## src/rtl/weight_ram_loader.sv

```systemverilog
// Byte-stream to 32-bit word loader for the weight RAM write port.
// Define WEIGHT_LOADER_CHECKSUM_EN to add a trailing checksum byte and err flag.
module weight_ram_loader #(
  parameter int ADDR_W = 10,
  parameter int DATA_W = 32,
  parameter int CNT_W  = 10
) (
  input  logic              clk,
  input  logic              reset,
  input  logic              start,
  input  logic [ADDR_W-1:0] base_addr,
  input  logic [CNT_W-1:0]  word_count,
  input  logic [7:0]        in_data,
  input  logic              in_valid,
  output logic              in_ready,
  output logic              ram_we,
  output logic [ADDR_W-1:0] ram_addr,
  output logic [DATA_W-1:0] ram_din,
  output logic              busy,
  output logic              done,
  output logic              err
);

  typedef enum logic [2:0] {
    IDLE,
    COLLECT,
    WRITE,
    DONE,
    CHECK
  } state_t;

`ifdef WEIGHT_LOADER_CHECKSUM_EN
  localparam state_t LAST = CHECK;
`else
  localparam state_t LAST = DONE;
`endif

  state_t            state;
  state_t            nxt;
  logic [1:0]        idx;
  logic [23:0]       lo;
  logic [ADDR_W-1:0] addr;
  logic [CNT_W-1:0]  rem;
  logic              acc;

  assign acc    = in_valid & in_ready;
  assign ram_we = (state == WRITE);
  assign done   = (state == DONE);
  assign busy   = (state != IDLE);

  always_comb begin
    nxt      = state;
    in_ready = 1'b0;
    unique case (state)
      IDLE: begin
        if (start) nxt = (word_count == '0) ? LAST : COLLECT;
      end
      COLLECT: begin
        in_ready = 1'b1;
        if (acc && idx == 2'd3) nxt = WRITE;
      end
      WRITE: begin
        nxt = (rem == CNT_W'(1)) ? LAST : COLLECT;
      end
      DONE: begin
        nxt = IDLE;
      end
      CHECK: begin
        in_ready = 1'b1;
        if (acc) nxt = DONE;
      end
      default: nxt = IDLE;
    endcase
  end

  always_ff @(posedge clk or negedge reset) begin
    if (!reset) begin
      state    <= IDLE;
      idx      <= '0;
      lo       <= '0;
      addr     <= '0;
      rem      <= '0;
      ram_addr <= '0;
      ram_din  <= '0;
    end else begin
      state <= nxt;
      if (state == IDLE && start) begin
        addr <= base_addr;
        rem  <= word_count;
        idx  <= '0;
      end
      if (state == COLLECT && acc) begin
        unique case (idx)
          2'd0: lo[7:0]   <= in_data;
          2'd1: lo[15:8]  <= in_data;
          2'd2: lo[23:16] <= in_data;
          2'd3: begin
            ram_din  <= {in_data, lo};
            ram_addr <= addr;
          end
          default: ;
        endcase
        idx <= idx + 2'd1;
      end
      // Address wraps naturally at 2^ADDR_W
      if (state == WRITE) begin
        addr <= addr + ADDR_W'(1);
        rem  <= rem - CNT_W'(1);
      end
    end
  end

`ifdef WEIGHT_LOADER_CHECKSUM_EN
  logic [7:0] sum;

  always_ff @(posedge clk or negedge reset) begin
    if (!reset) begin
      sum <= '0;
      err <= 1'b0;
    end else begin
      if (state == IDLE && start) begin
        sum <= '0;
        err <= 1'b0;
      end
      if (state == COLLECT && acc) sum <= sum + in_data;
      if (state == CHECK && acc) err <= ((sum + in_data) != 8'h00);
    end
  end
`else
  assign err = 1'b0;
`endif

endmodule

```

## config.mk

```make
export PLATFORM = sky130hd
export DESIGN_NAME = weight_ram_loader
export DESIGN_NICKNAME = d
export VERILOG_FILES = /design/src/rtl/weight_ram_loader.sv
export SDC_FILE = /design/constraint.sdc
export NUM_CORES = 1
export LEC_CHECK = 0
export CAP_MARGIN = 20
export CORE_MARGIN = 4
export CORE_UTILIZATION = 47
export DETAILED_ROUTE_END_ITERATION = 7
export GPL_ROUTABILITY_DRIVEN = 0
export GPL_TIMING_DRIVEN = 1
export PLACE_DENSITY = 0.76
export SYNTH_ARGS = -nofsm -noshare
export SYNTH_HDL_FRONTEND = slang
export SYNTH_SLANG_ARGS = --single-unit
```

## constraint.sdc

```tcl
create_clock -name clk -period 1.66 [get_ports clk]
set_clock_uncertainty 0.15 [all_clocks]
set_input_delay 0.249 -clock clk [delete_from_list [all_inputs] [get_ports clk]]
set_output_delay 0.249 -clock clk [all_outputs]
set_load 0.02 [all_outputs]
```

==> flow_metrics.py, run 1 <==
metrics = {
    "status": {
        "status": "complete, but fails checks",
        "violations": "setup timing",
    },
    "synthesis": {
        "yosys_warnings": 0,
        "synth_area_leaders": "dfrtp_1, mux2_2, ha_1",
        "synth.distinct_cells": 52,
        "synth_edf_count": 0,
        "synth.most_common_cell": "dfrtp_1",
        "synth_nets": 362,
        "synthArstFlopShare": 1.00,
        "synth-seq-cells": 90,
        "synth_top_area_cell": "dfrtp_1",
        "ys_seq_area_frac": 0.552,
        "synth_top_area_frac": 0.552,
        "synth_area_um2": 4080,
        "netlist_instances": 323,
        "ys.flop_type": "dfrtp_1",
        "syn_area_per_cell_um2": 12.6,
        "yosys-top-cells-count": "dfrtp_1, mux2_2, nor2_1",
    },
    "sta": {
        "setup_ws_ns": -0.175,
        "setup_viol": 64,
        "rsz0062_at_grt": "true",
        "hold_viol_final": 0,
        "finalCritPeriodShare": 1.11,
        "holdWs_ns": 0.195,
        "setup_tns_ns": -3.30,
        "drv_slew": 0,
        "min_period_ns": 1.83,
        "max_freq_mhz": 545,
    },
    "detailed_routing": {
        "via_per_inst": 5.57,
        "postRouteAntennaNets": 0,
        "num_vias": 3065,
        "wirelength_um": 10300,
        "drt_iter0_markers": 110,
        "drc": 0,
        "wl_per_cell_um": 18.7,
        "drtPass1Iterations": 4,
    },
    "final_layout": {
        "layout.nets": 479,
        "final_util": 0.690,
        "antenna_cells": 0,
        "design_area_um2": 5760,
        "instances_no_fill": 550,
        "drive_gt1_frac": 0.380,
        "syn_to_final_growth_pct": 41.0,
    },
    "floorplanning": {
        "ioPinCount": 79,
        "rows": 33,
        "die-area_um2": 10200,
        "die_w_um": 101,
        "dieHeight_um": 101,
        "initial_core_util": 0.489,
        "core-area_um2": 8340,
    },
    "pwr": {
        "internal_power_mw": 6.36,
        "switching_power_mw": 3.92,
        "netSwitchingFraction": 0.381,
        "power_mw": 10.3,
        "p_per_area_nw_per_um2": 1780,
        "ir_drop_mv": 0.794,
        "power_frac_clock": 0.159,
        "leakage_nw": 2.69,
        "combPwrFrac": 0.452,
        "seqPwrFrac": 0.390,
    },
    "global_routing": {
        "grt_max_degree": 38,
        "grt_pass1_vias": 3237,
        "grtUsageTotal": 0.203,
        "antenna_found_initial": 0,
        "grt_first_pass_wirelength_um": 16200,
        "grt_overflow_total": 0,
    },
    "clock_tree": {
        "path_clk_slew_ns": 0.10,
        "cts_num_sinks": 90,
        "htree_levels": 3,
        "clock_path_buffers": 2,
        "clk_latency_ns": 0.36,
        "cts_buffers": 9,
        "cts_tree": "done",
        "cts_root_buf": "clkbuf_8",
    },
    "job": {
        "maxCapViolCount": 0,
    },
    "worst_setup_path": {
        "required_ns": 1.77,
        "r2r-end": "rem[6]$_DFFE_PN0P_",
        "endpoint_kind": "flip-flop",
        "cp.arrival_ns": 1.94,
        "critPathKind": "flip-flop to flip-flop",
        "reg2reg_depth": 3,
        "cp-start-kind": "flip-flop",
        "r2r_slack_ns": -0.17,
        "critical_path.max_fanout": 8,
        "r2r_start": "state[0]$_DFFE_PN0P_",
    },
    "min_path": {
        "hold_path.class": "input pin to async pin",
    },
    "placement": {
        "placed_cell_area_um2": 5230,
        "dp_hpwl_um": 6760,
        "place_ws_ns": -0.258,
        "portBuffers": 77,
        "place_inst": 520,
    },
}
==> registers in the layout (all words and copies together), names as in the netlist <==
register and cells:
addr 10, idx 2, lo 24, ram_addr 10
ram_din 32, rem 10, state 2
==> power groups by stage <==
stage / clock network, mW / logic, mW / registers, mW
finish: 1.63 / 4.64 / 4.00
global route: 1.75 / 5.00 / 4.13
CTS: 1.66 / 4.44 / 3.97
detailed placement: 0 / 4.52 / 4.01
global placement: 0 / 4.37 / 3.94
floorplan: 0 / 2.08 / 4.36
==> what timing repair did <==
action	in CTS	in global routing
hold buffers	1	0
pin swaps	7	8
gates resized for setup	87	32
buffers inserted	7	9
gates cloned	2	1
endpoints found under the setup margin	101	88
hold endpoints to repair	26	0
==> critical path: stages, from the launching register on <==
cell and delay (ns):
dfrtp_2 0.48, or4b_4 0.58, o311a_1 0.30, a211o_1 0.22
==> cells in the final DEF (no fill, tap or decap), types with 4 or more instances in the layout <==
master and count:
nand2_1 11, nor2b_1 6, nand4_1 5, clkbuf_8 9, buf_12 9, nand3_1 5
nor2_4 5, mux2i_1 8, ha_1 7, buf_4 26, buf_6 12, a21oi_1 4
mux2_2 61, inv_1 6, mux2_4 5, dfrtp_1 87, o21ai_0 5, dlygate4sd2_1 42
clkdlybuf4s50_1 30, nor2_1 10, o211ai_1 5
==> cell type report <==
cell class / instances / area (um^2)
clock inverters: 7 / 95.1
multi-input cells: 207 / 1880
clock buffers: 9 / 124
inverters: 8 / 33.8
repair buffers: 124 / 1230
well taps: 105 / 131
fillers: 620 / 2580
flip-flops and latches: 90 / 2260
==> cell families (layout without fill, tap and decap cells) <==
logic type / Yosys count / in the layout / share of synthesized area
AND/OR/NAND/NOR: 83 / 83 / 0.121
AO/OA/AOI/OAI: 42 / 42 / 0.0745
other: 1 / 1 / 0.000919
multiplexers: 74 / 74 / 0.202
flip-flops: 90 / 90 / 0.552
buffers and inverters: 26 / 148 / 0.0285
adder cells (fa/ha/maj): 7 / 7 / 0.0215
==> layer usage <==
layer,vias to the layer above,part of all wire,wire length [um],global-route usage
met4,0,0.019,192,0.0706
met5,-,0,0,0
met2,93,0.50,5080,0.343
met1,1537,0.43,4460,0.268
li1,1417,-,-,-
met3,18,0.052,530,0.0331
==> worst max path at each step <==
stage                               from                      end  slack [ns]  depth (start not counted)
floorplan           state[0]$_DFFE_PN0P_       rem[6]$_DFFE_PN0P_       -0.11                          4
global placement                   start       rem[6]$_DFFE_PN0P_       -0.23                          4
detailed placement                 start       rem[6]$_DFFE_PN0P_       -0.26                          4
CTS                 state[1]$_DFFE_PN0P_       rem[6]$_DFFE_PN0P_       -0.16                          4
global route        state[1]$_DFFE_PN0P_  ram_addr[1]$_DFFE_PN0P_       -0.23                          6
finish              state[0]$_DFFE_PN0P_       rem[6]$_DFFE_PN0P_       -0.17                          3
Note: power is estimated with default switching activity, not from simulation.
==> run 2: changes to the inputs <==
Settings changed: PLACE_DENSITY 0.76 to 0.73.
==> flow_metrics.py, run 2 (synthesis results as in run 1) <==
metrics = {
    "global_routing": {
        "grt_pass1_vias": 3245,
        "grt_util_met2": 0.333,
        "globalRoute.busiestLayer": "met2",
        "grt_max_degree": 30,
        "grt_overflow_total": 0,
        "grtUsageTotal": 0.199,
        "grt_first_pass_wirelength_um": 15800,
        "met3_usage": 0.0448,
        "grt_util_met1": 0.251,
        "antenna_found_initial": 0,
    },
    "worst_setup_path": {
        "slowest_delay_ns": 0.51,
        "cpMaxStageDelayCell": "or4b_4",
        "cp_num_buf_inv": 1,
        "cp.depth": 4,
        "endpoint_kind": "flip-flop",
        "r2r-end": "rem[6]$_DFFE_PN0P_",
        "r2r_slack_ns": -0.23,
        "critPathKind": "flip-flop to flip-flop",
        "critPathLaunch": "state[0]$_DFFE_PN0P_",
        "cp.arrival_ns": 1.99,
        "required_ns": 1.76,
        "crit_family": "compound AO/OA/AOI/OAI gates",
        "setup.worst_path.end": "rem[6]$_DFFE_PN0P_",
        "r2r_start": "state[0]$_DFFE_PN0P_",
        "cp_cell_sequence": "buf_6 > or4b_4 > o311a_1 > a211o_1",
        "critical_path.max_fanout": 4,
        "reg2reg_depth": 4,
        "cp-start-kind": "flip-flop",
    },
    "sta": {
        "max_freq_mhz": 530,
        "setup_ws_ns": -0.227,
        "setup_viol": 88,
        "drv_slew": 0,
        "rsz0062_at_grt": "true",
        "finalCritPeriodShare": 1.14,
        "hold_viol_final": 0,
        "setup_tns_ns": -13.12,
        "min_period_ns": 1.89,
    },
    "detailed_routing": {
        "drt_iter0_markers": 141,
        "drtPass1Iterations": 5,
        "postRouteAntennaNets": 0,
        "drc": 0,
        "via_per_inst": 5.54,
        "wl_per_cell_um": 18.5,
        "wirelength_um": 10600,
        "num_vias": 3182,
    },
    "floorplanning": {
        "initial_core_util": 0.489,
        "die_w_um": 101,
        "ioPinCount": 79,
        "core-area_um2": 8340,
        "die-area_um2": 10200,
        "dieHeight_um": 101,
        "rows": 33,
    },
    "placement": {
        "place_ws_ns": -0.303,
        "dp_hpwl_um": 6740,
        "placed_cell_area_um2": 5310,
        "portBuffers": 77,
    },
    "final_layout": {
        "syn_to_final_growth_pct": 48.3,
        "layout_common_cells": "dfrtp_1, mux2_2, dlygate4sd2_1",
        "reg_top3": "ram_din x32, lo x24",
        "final_common_cell": "dfrtp_1",
        "largest_reg_flops": 32,
        "layout.nets": 503,
        "fill_cells": 549,
        "largest_register": "ram_din",
        "multi_input_area_um2": 1910,
        "regArea_um2": 2260,
        "design_area_um2": 6050,
        "drive_gt1_frac": 0.422,
        "antenna_cells": 0,
    },
    "status": {
        "status": "complete, but fails checks",
        "violations": "setup timing",
    },
    "pwr": {
        "leakage_nw": 2.90,
        "p_per_area_nw_per_um2": 1750,
        "ir_drop_mv": 0.899,
    },
    "clock_tree": {
        "cts_buffers": 9,
        "clk_latency_ns": 0.36,
        "cts_num_sinks": 90,
        "clock_path_buffers": 2,
        "cts_root_buf": "clkbuf_8",
        "path_clk_slew_ns": 0.09,
        "htree_levels": 3,
        "cts_tree": "done",
    },
    "job": {
        "maxCapViolCount": 0,
    },
    "min_path": {
        "hold_path.class": "input pin to async pin",
    },
}
-- run 2: cell count changes in the layout (fill, tap and decap cells not counted), sizes merged --
cell           change
bufbuf             +1
clkbuf             +4
buf               +23
inv                -2
clkdlybuf4s15      -1
clkinvlp           -1
bufinv             -1
clkinv             +1
-- run 2: area by class of cell --
type                            count  area share
Clock buffer                       12      0.0256
Clock inverter                      4     0.00558
Multi-Input combinational cell    207       0.315
Inverter                            8     0.00558
Sequential cell                    90       0.373
Timing Repair Buffer              148       0.254
Tap cell                          105      0.0217
-- run 2: stage by stage --
stage	utilization	power [mW]	std cells	hold WS [ns]
floorplan	-	6.43	323	-0.197
global placement	0.636	8.44	533	0.0421
detailed placement	0.636	8.61	533	0.0494
CTS	0.681	9.92	561	0.196
global route	0.726	11.2	574	0.205
finish	0.726	10.6	574	0.193
-- run 2: repair_timing --
action / CTS / global route
endpoints found under the setup margin: 124 / 90
endpoints found under the hold margin: 73 / 0
resized for setup: 82 / 67
hold buffers: 1 / 0
pin swaps: 2 / 8
gates cloned: 3 / 3
buffers inserted: 8 / 12
-- run 2: worst min-delay path by stage --
stage / startpoint / endpoint / slack [ns] / cells past startpoint
floorplan: reset / addr[0]$_DFFE_PN0P_ / -0.20 / 0
global placement: reset / ram_din[25]$_DFFE_PN0P_ / 0.04 / 1
detailed placement: reset / ram_din[17]$_DFFE_PN0P_ / 0.05 / 1
CTS: reset / ram_din[17]$_DFFE_PN0P_ / 0.20 / 2
global route: reset / ram_din[17]$_DFFE_PN0P_ / 0.21 / 2
finish: reset / ram_din[20]$_DFFE_PN0P_ / 0.19 / 2
-- run 2: per-layer routing --
metal	routed length [um]	part of all wire
met4	209	0.020
met5	0	0
met2	5350	0.50
met1	4440	0.42
met3	603	0.057
-- run 2: power breakdown --
part	leakage, nW	switching [mW]	internal (mW)	total [mW]
sequential	1.11	0.692	3.24	3.93
combinational	1.70	2.46	2.75	5.21
clock	0.0932	0.800	0.638	1.44
